==> config.mk <==
export PLATFORM = sky130hd
export DESIGN_NAME = uart_rx_sampler
export DESIGN_NICKNAME = d
export VERILOG_FILES = /design/src/rtl/uart_rx_sampler.sv
export SDC_FILE = /design/constraint.sdc
export NUM_CORES = 1
export LEC_CHECK = 0
export ABC_AREA = 1
export BUFFER_PORTS_ARGS = -buffer_cell sky130_fd_sc_hd__buf_2
export CORE_UTILIZATION = 45
export CTS_CLUSTER_DIAMETER = 120
export DETAILED_ROUTE_END_ITERATION = 16
export GPL_TIMING_DRIVEN = 0
export HOLD_SLACK_MARGIN = 0.1
export PLACE_DENSITY = 0.72
export SYNTH_ARGS = -nofsm -noshare
export SYNTH_HDL_FRONTEND = slang
export SYNTH_SLANG_ARGS = --single-unit
==> constraint.sdc <==
create_clock -name clk_i -period 3 [get_ports clk_i]
set_input_delay 0.6 -clock clk_i [delete_from_list [all_inputs] [get_ports clk_i]]
set_output_delay 0.6 -clock clk_i [all_outputs]
set_load 0.01 [all_outputs]
==> src/rtl/uart_rx_sampler.sv <==
// uart_rx_sampler: synchronises rx_i, detects start bits and recovers bits by mid-bit
// majority-of-3 sampling. Define UART_RX_PARITY_EN to insert a parity bit after the data.
module uart_rx_sampler #(
   parameter int DATA_BITS   = 8,
   parameter int SYNC_STAGES = 2
) (
   input  logic        clk_i,
   input  logic        rstn_i,
   input  logic        en_i,
   input  logic        rx_i,
   input  logic [15:0] baud_div,
   input  logic        parity_odd_i,
   output logic [7:0]  dout_o,
   output logic        rx_done_tick_o,
   output logic        frame_err_o,
   output logic        parity_err_o,
   output logic        break_o,
   output logic        busy_o
);

   typedef enum logic [2:0] {
      ST_IDLE   = 3'd0,
      ST_START  = 3'd1,
      ST_DATA   = 3'd2,
      ST_PARITY = 3'd3,
      ST_STOP   = 3'd4,
      ST_BRK    = 3'd5
   } state_t;

   localparam logic [2:0] BIT_LAST = 3'(DATA_BITS - 1);

   function automatic logic maj3(input logic a, input logic b, input logic c);
      return (a & b) | (a & c) | (b & c);
   endfunction

`ifdef UART_RX_PARITY_EN
   function automatic logic exp_parity(input logic [DATA_BITS-1:0] d, input logic odd);
      return (^d) ^ odd;
   endfunction
`endif

   logic [SYNC_STAGES-1:0] r_sync;
   state_t                 r_state, w_state_nxt;
   logic [15:0]            r_cnt, w_cnt_nxt;
   logic [15:0]            r_div, w_div_nxt;
   logic                   r_s0, w_s0_nxt;
   logic                   r_s1, w_s1_nxt;
   logic [2:0]             r_bit, w_bit_nxt;
   logic [DATA_BITS-1:0]   r_shift, w_shift_nxt;
   logic [7:0]             r_dout, w_dout_nxt, w_ext;
   logic                   r_done, w_done_nxt;
   logic                   r_ferr, w_ferr_nxt;
   logic                   r_brk, w_brk_nxt;
   logic                   r_busy;
   logic                   w_rxs, w_wrap, w_at_s2, w_maj;
   logic [15:0]            w_half, w_cnt_inc;
`ifdef UART_RX_PARITY_EN
   logic                   r_perr, w_perr_nxt;
   logic                   r_par_bad, w_par_bad_nxt;
   logic                   r_par_bit, w_par_bit_nxt;
`else
   logic                   w_unused;
   assign w_unused = parity_odd_i;
`endif

   // Bit-timing helpers derived from the divider latched at start detect
   always_comb begin
      w_rxs                = r_sync[SYNC_STAGES-1];
      w_half               = {1'b0, r_div[15:1]};
      w_wrap               = (r_cnt == (r_div - 16'd1));
      w_at_s2              = (r_cnt == (w_half + 16'd1));
      w_maj                = maj3(r_s0, r_s1, w_rxs);
      w_cnt_inc            = w_wrap ? 16'd0 : (r_cnt + 16'd1);
      w_ext                = 8'd0;
      w_ext[DATA_BITS-1:0] = r_shift;
   end

   // Next-state and next-output logic
   always_comb begin
      w_state_nxt = r_state;
      w_cnt_nxt   = r_cnt;
      w_div_nxt   = r_div;
      w_bit_nxt   = r_bit;
      w_shift_nxt = r_shift;
      w_dout_nxt  = r_dout;
      w_done_nxt  = 1'b0;
      w_ferr_nxt  = 1'b0;
      w_brk_nxt   = r_brk;
`ifdef UART_RX_PARITY_EN
      w_perr_nxt    = 1'b0;
      w_par_bad_nxt = r_par_bad;
      w_par_bit_nxt = r_par_bit;
`endif
      if (r_cnt == (w_half - 16'd1)) w_s0_nxt = w_rxs;
      else                           w_s0_nxt = r_s0;
      if (r_cnt == w_half) w_s1_nxt = w_rxs;
      else                 w_s1_nxt = r_s1;

      if (!en_i) begin
         w_state_nxt = ST_IDLE;
         w_cnt_nxt   = 16'd0;
         w_brk_nxt   = 1'b0;
      end else begin
         case (r_state)
            ST_IDLE: begin
               w_cnt_nxt = 16'd0;
               w_bit_nxt = 3'd0;
`ifdef UART_RX_PARITY_EN
               w_par_bad_nxt = 1'b0;
               w_par_bit_nxt = 1'b0;
`endif
               if (!w_rxs && (baud_div >= 16'd4)) begin
                  w_state_nxt = ST_START;
                  w_div_nxt   = baud_div;
               end else begin
                  w_state_nxt = ST_IDLE;
               end
            end
            ST_START: begin
               w_cnt_nxt = w_cnt_inc;
               if (w_at_s2 && w_maj) begin
                  w_state_nxt = ST_IDLE;
                  w_cnt_nxt   = 16'd0;
               end else if (w_wrap) begin
                  w_state_nxt = ST_DATA;
               end else begin
                  w_state_nxt = ST_START;
               end
            end
            ST_DATA: begin
               w_cnt_nxt = w_cnt_inc;
               if (w_at_s2) w_shift_nxt = {w_maj, r_shift[DATA_BITS-1:1]};
               else         w_shift_nxt = r_shift;
               if (w_wrap && (r_bit == BIT_LAST)) begin
                  w_bit_nxt = 3'd0;
`ifdef UART_RX_PARITY_EN
                  w_state_nxt = ST_PARITY;
`else
                  w_state_nxt = ST_STOP;
`endif
               end else if (w_wrap) begin
                  w_bit_nxt = r_bit + 3'd1;
               end else begin
                  w_bit_nxt = r_bit;
               end
            end
            ST_PARITY: begin
`ifdef UART_RX_PARITY_EN
               w_cnt_nxt = w_cnt_inc;
               if (w_at_s2) begin
                  w_par_bit_nxt = w_maj;
                  if (w_maj != exp_parity(r_shift, parity_odd_i)) begin
                     w_perr_nxt    = 1'b1;
                     w_par_bad_nxt = 1'b1;
                  end else begin
                     w_perr_nxt    = 1'b0;
                  end
               end else begin
                  w_par_bit_nxt = r_par_bit;
               end
               if (w_wrap) w_state_nxt = ST_STOP;
               else        w_state_nxt = ST_PARITY;
`else
               w_state_nxt = ST_IDLE;
               w_cnt_nxt   = 16'd0;
`endif
            end
            ST_STOP: begin
               w_cnt_nxt = w_cnt_inc;
               if (w_at_s2 && w_maj) begin
                  w_state_nxt = ST_IDLE;
                  w_cnt_nxt   = 16'd0;
                  w_dout_nxt  = w_ext;
`ifdef UART_RX_PARITY_EN
                  w_done_nxt  = !r_par_bad;
`else
                  w_done_nxt  = 1'b1;
`endif
               end else if (w_at_s2) begin
                  w_state_nxt = ST_BRK;
                  w_cnt_nxt   = 16'd0;
                  w_ferr_nxt  = 1'b1;
`ifdef UART_RX_PARITY_EN
                  w_brk_nxt   = (r_shift == {DATA_BITS{1'b0}}) && !r_par_bit;
`else
                  w_brk_nxt   = (r_shift == {DATA_BITS{1'b0}});
`endif
               end else begin
                  w_state_nxt = ST_STOP;
               end
            end
            ST_BRK: begin
               if (w_rxs) begin
                  w_state_nxt = ST_IDLE;
                  w_brk_nxt   = 1'b0;
               end else begin
                  w_state_nxt = ST_BRK;
               end
            end
            default: begin
               w_state_nxt = ST_IDLE;
               w_cnt_nxt   = 16'd0;
               w_brk_nxt   = 1'b0;
            end
         endcase
      end
   end

   // State, datapath and registered outputs; the sync chain presets high so reset never looks like a start bit
   always_ff @(posedge clk_i) begin
      if (!rstn_i) begin
         r_sync  <= {SYNC_STAGES{1'b1}};
         r_state <= ST_IDLE;
         r_cnt   <= 16'd0;
         r_div   <= 16'd0;
         r_s0    <= 1'b0;
         r_s1    <= 1'b0;
         r_bit   <= 3'd0;
         r_shift <= {DATA_BITS{1'b0}};
         r_dout  <= 8'd0;
         r_done  <= 1'b0;
         r_ferr  <= 1'b0;
         r_brk   <= 1'b0;
         r_busy  <= 1'b0;
`ifdef UART_RX_PARITY_EN
         r_perr    <= 1'b0;
         r_par_bad <= 1'b0;
         r_par_bit <= 1'b0;
`endif
      end else begin
         r_sync  <= {r_sync[SYNC_STAGES-2:0], rx_i};
         r_state <= w_state_nxt;
         r_cnt   <= w_cnt_nxt;
         r_div   <= w_div_nxt;
         r_s0    <= w_s0_nxt;
         r_s1    <= w_s1_nxt;
         r_bit   <= w_bit_nxt;
         r_shift <= w_shift_nxt;
         r_dout  <= w_dout_nxt;
         r_done  <= w_done_nxt;
         r_ferr  <= w_ferr_nxt;
         r_brk   <= w_brk_nxt;
         r_busy  <= (w_state_nxt != ST_IDLE);
`ifdef UART_RX_PARITY_EN
         r_perr    <= w_perr_nxt;
         r_par_bad <= w_par_bad_nxt;
         r_par_bit <= w_par_bit_nxt;
`endif
      end
   end

   assign dout_o         = r_dout;
   assign rx_done_tick_o = r_done;
   assign frame_err_o    = r_ferr;
   assign break_o        = r_brk;
   assign busy_o         = r_busy;
`ifdef UART_RX_PARITY_EN
   assign parity_err_o   = r_perr;
`else
   assign parity_err_o   = 1'b0;
`endif

endmodule

Word-level counts from Yosys, hierarchy flattened
Cells that the tools add are included.
{"block": "op_classes", "n_bitwise": 9, "mux": 23, "add_sub_neg": 5, "order_cmp": 1, "n_reduce_logical": 17, "n_eq_ne": 14}
{"cell": "$mux 16", "count": 4}
{"cell": "$pmux 16 s4", "count": 1}
{"cell": "$eq 16x16->1", "count": 3}
{"cell": "$mux 3", "count": 6}
{"cell": "$add 15x1->16 const B", "count": 1}
{"cell": "$add 16x1->16 const B", "count": 1}
{"cell": "$eq 16x15->1", "count": 1}
{"cell": "$ge 16x3->1 const B", "count": 1}
{"cell": "$sub 15x1->16 const B", "count": 1}
{"cell": "$sub 16x1->16 const B", "count": 1}
{"cell": "$pmux 3 s5", "count": 1}
{"cell": "$reduce_and 3->1", "count": 5}
{"cell": "$eq 3x3->1 const B", "count": 3}
{"cell": "$logic_not 8->1", "count": 1}
{"cell": "$reduce_or 4->1", "count": 2}
{"cell": "$mux 1", "count": 7}
{"cell": "$eq 3x2->1 const B", "count": 2}
{"cell": "$ne 2x2->1 const B", "count": 3}
{"cell": "$pmux 3 s2", "count": 1}
{"cell": "$mux 2", "count": 2}
{"cell": "$not 1->1", "count": 4}
{"cell": "$reduce_and 4->1", "count": 1}
{"cell": "$add 3x1->3 const B", "count": 1}
{"cell": "$and 1x1->1", "count": 3}
{"cell": "10 further kinds", "count": 13}
{"block": "totals", "wordCells": 82, "out_inout_bits": 13, "in_bits": 21, "ff_bits": 62}

Longest topological paths before layout
Gate-level depths: netlist (run 1).
{"block": "logic_depth", "word_depth": 8, "depth_mapped": 18, "ltp_nobuf": 17}

Worst setup path before layout (run 1)
Ideal clock, no wire load.
{"block": "synth_path", "kind": "reg2reg", "start": "reg r_div[2]", "end": "reg r_dout[0] (netlist: dout_o[0])", "setup_time_ns": 0.113, "required_time_ns": 2.887, "n_path_buf": 1, "setup_slack_ns": 0.772, "arrival_time_ns": 2.115, "path_stages_with_launch": 17, "synth_period_minus_slack_ns": 2.228, "cell_sequence": "dfxtp_1 -> buf_2 -> inv_1 -> ha_1 -> inv_1 -> nand2_1 -> nand2_1 -> nor2_1 -> nand2_1 -> nor2_1 -> nand3_1 -> nor3_4 -> nand4_4 -> nor3_4 -> inv_4 -> nor2_1 -> nor2_1"}
{"block": "synth_between", "elab_chain_len": 4}
{"item": "start, declared", "line": "45", "text": "logic [15:0] r_div, w_div_nxt;"}
{"item": "start signal, assigned", "line": "234", "text": "r_div <= w_div_nxt;"}
{"item": "$add 15x1->16", "line": "71", "text": "w_at_s2 = (r_cnt == (w_half + 16'd1));"}
{"item": "$eq 16x16->1", "line": "71"}
{"item": "$logic_and 1x1->1", "line": "170", "text": "if (w_at_s2 && w_maj) begin"}
{"item": "$reduce_and 3->1 (no source line)"}
{"item": "end signal, assigned", "line": "239", "text": "r_dout <= w_dout_nxt;"}
{"item": "end, declared", "line": "50", "text": "logic [7:0] r_dout, w_dout_nxt, w_ext;"}
No other way between the ends.
A chain may end at the register's enable or synchronous reset.

Worst setup path after layout (run 1)
{"block": "layout_path", "start": "reg r_div[2]", "end": "reg r_dout[7] (netlist: dout_o[7])"}
The elaborated chain is that of the path after synthesis.

==> results.md, run 1 <==
* Clk_lat worst skew at 360 ps
* Period minus WS final at 2740 ps
* Netlist Area Pre-Place at between 4000 and 5000 um^2
* Dominant synthesized flop cell: sky130_fd_sc_hd__dfxtp_1
* Total power per unit cell area at 364 nW/um^2
* Leakage at 2.56 nW
* Antenna viol nets, final at 0
* Number of nets in the finished design at 846
* Share of final-layout standard cells stronger than drive strength 1 at 0.127
* Slew HR at 0.494
* # DRC at 0
* Worst Setup Path Type: flip-flop to flip-flop
* Hold crit path type: input port to flip-flop
* Clock edge transition at the registers on the reported setup and hold paths at approximately 80 ps
* Buf+Inv Stages, Crit Path at 4
* Via density per instance at 5.04
* Fin Clk Skew at 13.3 ps
* Iteration count of the initial detailed-routing pass at 7
* Most Frequent Cell on Critical Path: sky130_fd_sc_hd__nor2_1
* Setup repair after global routing missed its margin: no
* Proportion of synthesized chip area in sequential cells at 0.263
* Number of antenna violations at the first check in global routing at 0
* Final global-route overflow total at 0
* Number of buffers added by the clock tree synthesis step at 9
* Starting density of the core at 0.461
* Number of vias after detailed routing at 4836
* Row cnt at 37
* Kind of end point of the critical path: flip-flop
* Total number of clock tree sinks at 62
* GRT Resource Usage Total at 0.244
* Setup Fix Bufs, Post-CTS at 0
* Area growth from synthesis to layout at 10.5%
* Flip-flop and latch count after synthesis at 62
* Pin slew with the least headroom to its limit at between 700 and 800 ps
* Instance count of the mapped netlist at 779
* Number of DRC markers in iteration 0 at 380
* Final wirelength at 12.9 mm
* Clock root buffer: sky130_fd_sc_hd__clkbuf_8
* CP Data Arrival Time at roughly 3000 ps
* Count of pins over their slew limit at 0
* Category of the worst setup path launch point: flip-flop
* X dimension of the die at between 100 and 150 um
* Most common cell after layout, fill and taps aside: sky130_fd_sc_hd__nand2_1
* Worst hold slack across all endpoints at 430 ps
* TritonCTS clock tree: yes
* Number of distinct standard cells referenced by the synthesized netlist at 38
* Wire per inst at roughly 13 um
* Worst-path fanout max at 9
* IR Drop Worst-Case VDD at around 270 uV
* Worst path max stage delay at 390 ps
* Highest clock frequency the design can meet at 366 MHz
* Final hold viol count at 0
* Worst path top cell family by delay: simple AND/OR/NAND/NOR gates
* Net count of the mapped netlist at approximately 810
* Number of global-route vias before repair at 4394
* Clk buf depth at 2
* GPL Wtd Cong at 0.928
* Required time of the critical path at 3260 ps
* Mean Syn Cell Area at 6.06 um^2
* Largest net degree at the start of global routing at 14
* Floorplan core area at between 10000 and 15000 um^2
* Most used cells in the layout excluding fill and tap cells: sky130_fd_sc_hd__nand2_1, sky130_fd_sc_hd__nor2_1, sky130_fd_sc_hd__inv_1
* Fraction of registers with async set/reset at 0
* Count of inserted antenna diode cells at 0
* Maximum level of the CTS H-tree at 3
* Die area at around 11000 um^2
* Setup_tns at 0 ps
* EDFF count, synth at 0
* Global-route wire length before repair at 21.2 mm
* Num ports at 34
* Chip height at 104 um
* Count of port buffers added during placement at 29
* Half-perimeter wire length after detailed placement at 10.3 mm
* Max stage delay cell, worst path: sky130_fd_sc_hd__nor3_4
* Number of warnings printed during yosys synthesis at 0
* Crit share post-route at 0.912
* Number of cells upsized or downsized after cts at 0
* Hold-fix buffers, CTS at 0
* Total of endpoints with negative setup slack in the final report at 0
* Number of maximum-capacitance violations at 0
* Critical Path, Cell by Cell: buf_2, inv_1, ha_1, inv_1, nand2_1, nand2_1, nor2_1, nand2_1, nor2_1, nand3_1, nor3_4, nand4_4, nor3_4, inv_4, nor2_1, nor2_1
* Run status: complete, no violations
## per-stage QoR
stage / area, um^2 / cells / total power (W) / setup slack [ps] / utilization
floorplan: 4720 / 779 / 0.00114 / 772 / -
global placement: 5030 / 944 / 0.00122 / 310 / 0.492
detailed placement: 5030 / 944 / 0.00123 / 279 / 0.492
CTS: 5210 / 960 / 0.00191 / 271 / 0.510
global route: 5210 / 960 / 0.00199 / 1.66 / 0.510
finish: 5210 / 960 / 0.00190 / 265 / 0.510
## synth_stat cells, drive strengths merged, types with 2 or more instances
| master | count | share of area |
|---|---|---|
| nand2 | 222 | 0.18 |
| nor2 | 125 | 0.11 |
| inv | 87 | 0.070 |
| dfxtp | 62 | 0.26 |
| nand3 | 60 | 0.066 |
| a21oi | 44 | 0.047 |
| o21ai | 41 | 0.043 |
| xor2 | 36 | 0.067 |
| buf | 23 | 0.027 |
| nor3 | 13 | 0.019 |
| clkbuf | 11 | 0.0093 |
| nand4 | 10 | 0.016 |
| nand3b | 9 | 0.017 |
| nor4 | 9 | 0.012 |
| xnor2 | 9 | 0.017 |
| ha | 6 | 0.016 |
| clkinv | 2 | 0.0016 |
| o21bai | 2 | 0.0032 |
| or2 | 2 | 0.0027 |
## logic make-up after synthesis
kind of cell,Yosys count,synth area share
DFF,62,0.263
adders and majority gates,7,0.0180
other,1,0.000795
AOI/OAI and AO/OA,89,0.0970
and+or+nand+nor,452,0.430
buffers and inverters,123,0.108
xor gates and xnor gates,45,0.0835
## report_power, final
group / switching (W) / internal, W / total, W
sequential: 0.00000768 / 0.000834 / 0.000842
combinational: 0.000245 / 0.000126 / 0.000371
clock: 0.000376 / 0.000307 / 0.000684
total: 0.000629 / 0.00127 / 0.00190
## path summary, 6_finish.rpt
path / slack (ps) / from / cells past startpoint / endpoint
setup / recovery: 260 / r_div[2] / 16 / dout_o[7]
setup reg to reg: 260 / r_div[2] / 16 / dout_o[7]
hold / removal: 430 / rx_i / 2 / r_sync[0]
hold reg to reg: 440 / r_sync[0] / 1 / r_sync[1]
## state kept, by name (all words and copies together) (netlist names), 2 cells and up
signal and cells:
dout_o 8, r_bit 3, r_cnt 16, r_div 16
r_shift 8, r_state 3, r_sync 2
## routing by layer
layer  global-route usage  vias up  part of all wire
li1                     -     2542                 -
met1                0.322     2161              0.48
met2                0.404      115              0.45
met3               0.0401       18             0.049
met4               0.0806        0             0.019
met5                    0        -                 0
## area by class of cell
type | count | area (um^2)
clock buffer | 9 | 124
buffer | 34 | 173
multi-input combinational | 594 | 2970
sequential | 62 | 1240
inverter | 89 | 337
tap | 136 | 170
clock inverter | 7 | 55.1
fill | 1069 | 5020
timing repair buffer | 29 | 145
No activity file was read; power rests on OpenSTA's default activity.
==> run 2: changes to the inputs <==
--- a/config.mk
+++ b/config.mk
@@ -7,12 +7,13 @@
 export LEC_CHECK = 0
 export ABC_AREA = 1
 export BUFFER_PORTS_ARGS = -buffer_cell sky130_fd_sc_hd__buf_2
-export CORE_UTILIZATION = 45
+export CORE_UTILIZATION = 50
 export CTS_CLUSTER_DIAMETER = 120
 export DETAILED_ROUTE_END_ITERATION = 16
 export GPL_TIMING_DRIVEN = 0
 export HOLD_SLACK_MARGIN = 0.1
-export PLACE_DENSITY = 0.72
+export PLACE_DENSITY = 0.78
+export SKIP_CTS_REPAIR_TIMING = 1
 export SYNTH_ARGS = -nofsm -noshare
 export SYNTH_HDL_FRONTEND = slang
 export SYNTH_SLANG_ARGS = --single-unit
==> results.md, run 2 (synthesized netlist as in run 1, its figures left out) <==
* Antenna viol nets, final at 0
* Wire per inst at 13.6 um
* Most Frequent Cell on Critical Path: sky130_fd_sc_hd__nand2_1
* Setup_tns at 0 ps
* Row cnt at 35
* Starting density of the core at 0.513
* Total number of clock tree sinks at 62
* Met1 Routed Length at approximately 6.0 mm
* Number of buffers added by the clock tree synthesis step at 9
* Clock root buffer: sky130_fd_sc_hd__clkbuf_8
* TritonCTS clock tree: yes
* CP Data Arrival Time at between 3000 and 4000 ps
* Final global-route overflow total at 0
* Global-route wire length before repair at 21.0 mm
* Largest net degree at the start of global routing at 14
* IR Drop Worst-Case VDD at roughly 200 uV
* Crit share post-route at 0.936
* Max stage delay cell, worst path: sky130_fd_sc_hd__dfxtp_1
* Number of antenna violations at the first check in global routing at 0
* Pin slew with the least headroom to its limit at 738 ps
* Count of inserted antenna diode cells at 0
* Top layer used by detailed routing: met4
* Hold crit path type: flip-flop to flip-flop
* Floorplan core area at roughly 9200 um^2
* Total of endpoints with negative setup slack in the final report at 0
* Maximum level of the CTS H-tree at 3
* Total power per unit cell area at 365 nW/um^2
* GPL Wtd Cong at around 0.95
* Number of nets in the finished design at 847
* Most used cells in the layout excluding fill and tap cells: sky130_fd_sc_hd__nand2_1, sky130_fd_sc_hd__nor2_1, sky130_fd_sc_hd__inv_1
* Number of global-route vias before repair at 4483
* Die area at 9830 um^2
* # DRC at 0
* Kind of end point of the critical path: flip-flop
* Category of the worst setup path launch point: flip-flop
* Required time of the critical path at roughly 3200 ps
* WL met2 at 5.80 mm
* Buf+Inv Stages, Crit Path at 4
* Largest registers ranked by flip-flop count: r_cnt x16, r_div x16
* Number of DRC markers in iteration 0 at approximately 280
* Clk buf depth at 2
* Slew HR at 0.504
* Iteration count of the initial detailed-routing pass at 5
* Final wirelength at ~13 mm
* Worst Setup Path Type: flip-flop to flip-flop
* X dimension of the die at between 90 and 100 um
* Worst path top cell family by delay: simple AND/OR/NAND/NOR gates
* Most common cell after layout, fill and taps aside: sky130_fd_sc_hd__nand2_1
* Count of non-filler cells in the finished layout at 936
* Count of pins over their slew limit at 0
* Number of vias after detailed routing at 4930
* Worst-path fanout max at 10
* Clock edge transition at the registers on the reported setup and hold paths at 80 ps
* Period minus WS final at 2810 ps
* Critical Path, Cell by Cell: buf_2, inv_1, ha_1, inv_1, nand2_1, nand2_1, nor2_1, nand2_1, nor2_1, nand3_1, nor3_4, nand4_4, nand2_1, nand2_2, buf_2, nand3_1, a21oi_1
* Count of port buffers added during placement at 29
* Fin Clk Skew at 15.1 ps
* Setup repair after global routing missed its margin: yes
* Half-perimeter wire length after detailed placement at 10.1 mm
* Clk_lat worst skew at 350 ps
* Share of final-layout standard cells stronger than drive strength 1 at 0.130
* Num ports at 34
* Final hold viol count at 0
* Leakage at 2.57 nW
* Dpl cells at 919
* GRT Resource Usage Total at 0.267
* Worst path max stage delay at 330 ps
* Met3 wire length at 567 um
* Area growth from synthesis to layout at 10.3%
* Via density per instance at 5.27
* Number of maximum-capacitance violations at 0
* Run status: complete, no violations
* Chip height at 99.2 um
* Highest clock frequency the design can meet at 356 MHz
-- run 2: changes by cell type in the layout (fill, tap and decap cells not counted), sizes merged --
cell    previous run  this run
inv               90        91
buf               52        53
clkinv             4         3
-- run 2: report_power, final --
group          switching [W]  total (W)  internal (W)
clock               0.000376   0.000685      0.000309
combinational       0.000248   0.000375      0.000127
sequential        0.00000751   0.000842      0.000834
-- run 2: final timing paths --
path / start / to / slack, ps / cells after the start
setup / recovery: r_div[2] / r_cnt[5] / 190 / 17
hold / removal: r_sync[0] / r_sync[1] / 420 / 1
setup reg to reg: r_div[2] / r_cnt[5] / 190 / 17
hold reg to reg: r_sync[0] / r_sync[1] / 420 / 1
-- run 2: cell type report --
class / count / area [um^2]
flip-flops and latches: 62 / 1240
clock inverters: 7 / 55.1
plain buffers: 34 / 173
well taps: 111 / 139
multi-input cells: 594 / 2970
inverters: 89 / 337
repair buffers: 30 / 165
clock buffers: 9 / 124
fillers: 957 / 3990
-- run 2: metal layers --
metal  vias to the layer above  global-route usage
met2                       144               0.449
met3                        30              0.0337
met1                      2213               0.348
met4                         0               0.111
li1                       2543                   -
met5                         -                   0
-- run 2: metrics by stage --
stage	total power, W	hold slack [ps]	util	cell area [um^2]	setup slack, ps
6_report	0.00190	420	0.566	5200	193
5_1_grt	0.00200	430	0.566	5200	-23.7
4_1_cts	0.00191	419	0.564	5180	243
3_5_place_dp	0.00122	403	0.544	5000	257
3_3_place_gp	0.00122	405	0.544	5000	292
2_1_floorplan	0.00114	393	-	4720	772
-- run 2: worst register-to-register path, cell delays in order (launching register included) --
cell and delay (ps):
sky130_fd_sc_hd__dfxtp_1 330, sky130_fd_sc_hd__buf_2 200, sky130_fd_sc_hd__inv_1 110, sky130_fd_sc_hd__ha_1 310, sky130_fd_sc_hd__inv_1 40, sky130_fd_sc_hd__nand2_1 80
sky130_fd_sc_hd__nand2_1 70, sky130_fd_sc_hd__nor2_1 90, sky130_fd_sc_hd__nand2_1 60, sky130_fd_sc_hd__nor2_1 200, sky130_fd_sc_hd__nand3_1 160, sky130_fd_sc_hd__nor3_4 210
sky130_fd_sc_hd__nand4_4 170, sky130_fd_sc_hd__nand2_1 130, sky130_fd_sc_hd__nand2_2 130, sky130_fd_sc_hd__buf_2 210, sky130_fd_sc_hd__nand3_1 100, sky130_fd_sc_hd__a21oi_1 70
==> run 3: changes to the inputs <==
--- a/config.mk
+++ b/config.mk
@@ -7,12 +7,14 @@
 export LEC_CHECK = 0
 export ABC_AREA = 1
 export BUFFER_PORTS_ARGS = -buffer_cell sky130_fd_sc_hd__buf_2
-export CORE_UTILIZATION = 50
+export CELL_PAD_IN_SITES_DETAIL_PLACEMENT = 2
+export CELL_PAD_IN_SITES_GLOBAL_PLACEMENT = 2
+export CORE_UTILIZATION = 33
 export CTS_CLUSTER_DIAMETER = 120
 export DETAILED_ROUTE_END_ITERATION = 16
 export GPL_TIMING_DRIVEN = 0
 export HOLD_SLACK_MARGIN = 0.1
-export PLACE_DENSITY = 0.78
+export PLACE_DENSITY = 0.91
 export SKIP_CTS_REPAIR_TIMING = 1
 export SYNTH_ARGS = -nofsm -noshare
 export SYNTH_HDL_FRONTEND = slang
==> results.md, run 3 (synthesized netlist as in run 1, its figures left out) <==
* Register area at 1240 um^2
* Area after detailed placement at 5090 um^2
* Floorplan core area at 13900 um^2
* Row cnt at 43
* Half-perimeter wire length after detailed placement at between 15 and 20 mm
* Total number of clock tree sinks at 62
* Most common cell after layout, fill and taps aside: sky130_fd_sc_hd__nand2_1
* Maximum level of the CTS H-tree at 3
* GRT Resource Usage Total at 0.329
* Count of non-filler cells in the finished layout at 1008
* X dimension of the die at roughly 120 um
* Dpl cells at about 990
* Total power per unit cell area at 456 nW/um^2
* Worst path max stage delay at ~360 ps
* Number of DRC markers in iteration 0 at around 310
* Final hold viol count at 0
* Antenna viol nets, final at 0
* Share of final-layout standard cells stronger than drive strength 1 at 0.155
* Least setup slack across all paths after layout at 77.2 ps
* Number of antenna violations at the first check in global routing at 0
* Worst Setup Path Type: flip-flop to flip-flop
* Run status: complete, no violations
* Chip height at 122 um
* Total of endpoints with negative setup slack in the final report at 0
* Number of global-route vias before repair at between 6000 and 7000
* Die area at 14800 um^2
* Filler Cell Count at 1732
* Number of buffers added by the clock tree synthesis step at 9
* Slew HR at 0.382
* Area growth from synthesis to layout at 17.5%
* Wire per inst at 23.2 um
* GPL Wtd Cong at 0.887
* Required time of the critical path at around 3300 ps
* Via density per instance at about 5.6
* Number of nets in the finished design at 850
* Highest clock frequency the design can meet at 342 MHz
* Most used cells in the layout excluding fill and tap cells: sky130_fd_sc_hd__nand2_1, sky130_fd_sc_hd__nor2_1, sky130_fd_sc_hd__inv_1
* Category of the worst setup path launch point: flip-flop
* Worst-path fanout max at 8
* Count of pins over their slew limit at 0
* Starting density of the core at 0.339
* Period minus WS final at around 3000 ps
* Largest net degree at the start of global routing at 13
* Fin Clk Skew at 14.2 ps
* Hold crit path type: input port to flip-flop
* Leakage at 2.65 nW
* Kind of end point of the critical path: flip-flop
* Total non-filler cell area in the finished layout at 5550 um^2
* Final wirelength at between 20 and 25 mm
* Number of vias after detailed routing at 5596
* Clk buf depth at 2
* Num ports at 34
* CP Data Arrival Time at 3210 ps
* Clock root buffer: sky130_fd_sc_hd__clkbuf_16
* Count of inserted antenna diode cells at 0
* Clk_lat worst skew at between 300 and 400 ps
* Worst setup slack after placement at -28.0 ps
* Iteration count of the initial detailed-routing pass at 4
* Number of maximum-capacitance violations at 0
* Clock edge transition at the registers on the reported setup and hold paths at roughly 70 ps
* Count of port buffers added during placement at 29
* Crit share post-route at 0.974
* Critical Path, Cell by Cell: buf_6, inv_1, ha_2, inv_1, nand2_2, nand2_1, nor2_1, nand2_1, nor2_4, nand3_2, nor3_4, nand4_4, nor3_4, buf_12, buf_4, o21ai_1, nor2_1
* Pin slew with the least headroom to its limit at 919 ps
* IR Drop Worst-Case VDD at 396 uV
* # DRC at 0
* TritonCTS clock tree: yes
* Max stage delay cell, worst path: sky130_fd_sc_hd__ha_2
* Global-route wire length before repair at ~36 mm
* Final global-route overflow total at 0
* Largest registers ranked by flip-flop count: r_cnt x16, r_div x16
* Combined area of the multi-input logic cells at 3040 um^2
==> run 3: cell types whose count changed in the layout (fill, tap and decap cells not counted), moves of 3 or more <==
cell and delta:
sky130_fd_sc_hd__nand2_1 -3, sky130_fd_sc_hd__clkbuf_16 +9, sky130_fd_sc_hd__buf_4 +3, sky130_fd_sc_hd__nor2_2 +3
sky130_fd_sc_hd__nand3_1 -5, sky130_fd_sc_hd__inv_6 -3, sky130_fd_sc_hd__clkbuf_8 -8, sky130_fd_sc_hd__nand2_2 +3
sky130_fd_sc_hd__nand3_2 +5, sky130_fd_sc_hd__nor2_1 -5
==> run 3: path summary, 6_finish.rpt <==
path             start         to  slack [ps]  cells after the start
max           r_div[2]  dout_o[3]          80                     17
min               rx_i  r_sync[0]         450                      2
max reg2reg   r_div[2]  dout_o[3]          80                     17
min reg2reg  r_sync[0]  r_sync[1]         480                      1
==> run 3: where the power goes <==
group | total [W] | switching (W) | internal (W)
clock network | 0.00123 | 0.000478 | 0.000757
registers | 0.000846 | 0.0000104 | 0.000835
logic | 0.000450 | 0.000319 | 0.000131
total | 0.00253 | 0.000807 | 0.00172
==> run 3: final cells by class <==
cell class,instances,share of cell area
Multi-Input combinational cell,594,0.547
Sequential cell,62,0.224
Inverter,89,0.0607
Clock buffer,10,0.0431
Tap cell,180,0.0406
Timing Repair Buffer,33,0.0338
Buffer,34,0.0334
Clock inverter,6,0.0169
==> run 3: routing by layer <==
metal	track usage	share of wire	vias to the layer above
met1	0.385	0.42	2813
met4	0.199	0.049	0
met3	0.0721	0.041	74
li1	-	-	2550
met5	0	0	-
met2	0.549	0.49	159
==> run 3: critical path, delay by kind of cell, from the launching register on <==
kind,cells,cell delay (ps)
AOI/OAI and AO/OA,1,80
and+or+nand+nor,10,1500
buffers and inverters,5,550
adders and majority gates,1,360
DFF,1,340
==> run 3: per-stage QoR <==
| step | setup TNS [ps] | utilization | hold WS, ps | power, W |
|---|---|---|---|---|
| 4_1_cts | -3210 | 0.389 | 427 | 0.00253 |
| 3_5_place_dp | -28.0 | 0.365 | 418 | 0.00127 |
| 3_3_place_gp | 0 | 0.365 | 405 | 0.00124 |
| 5_1_grt | -49.3 | 0.398 | 456 | 0.00261 |
| 6_report | 0 | 0.398 | 448 | 0.00253 |
| 2_1_floorplan | 0 | - | 393 | 0.00114 |
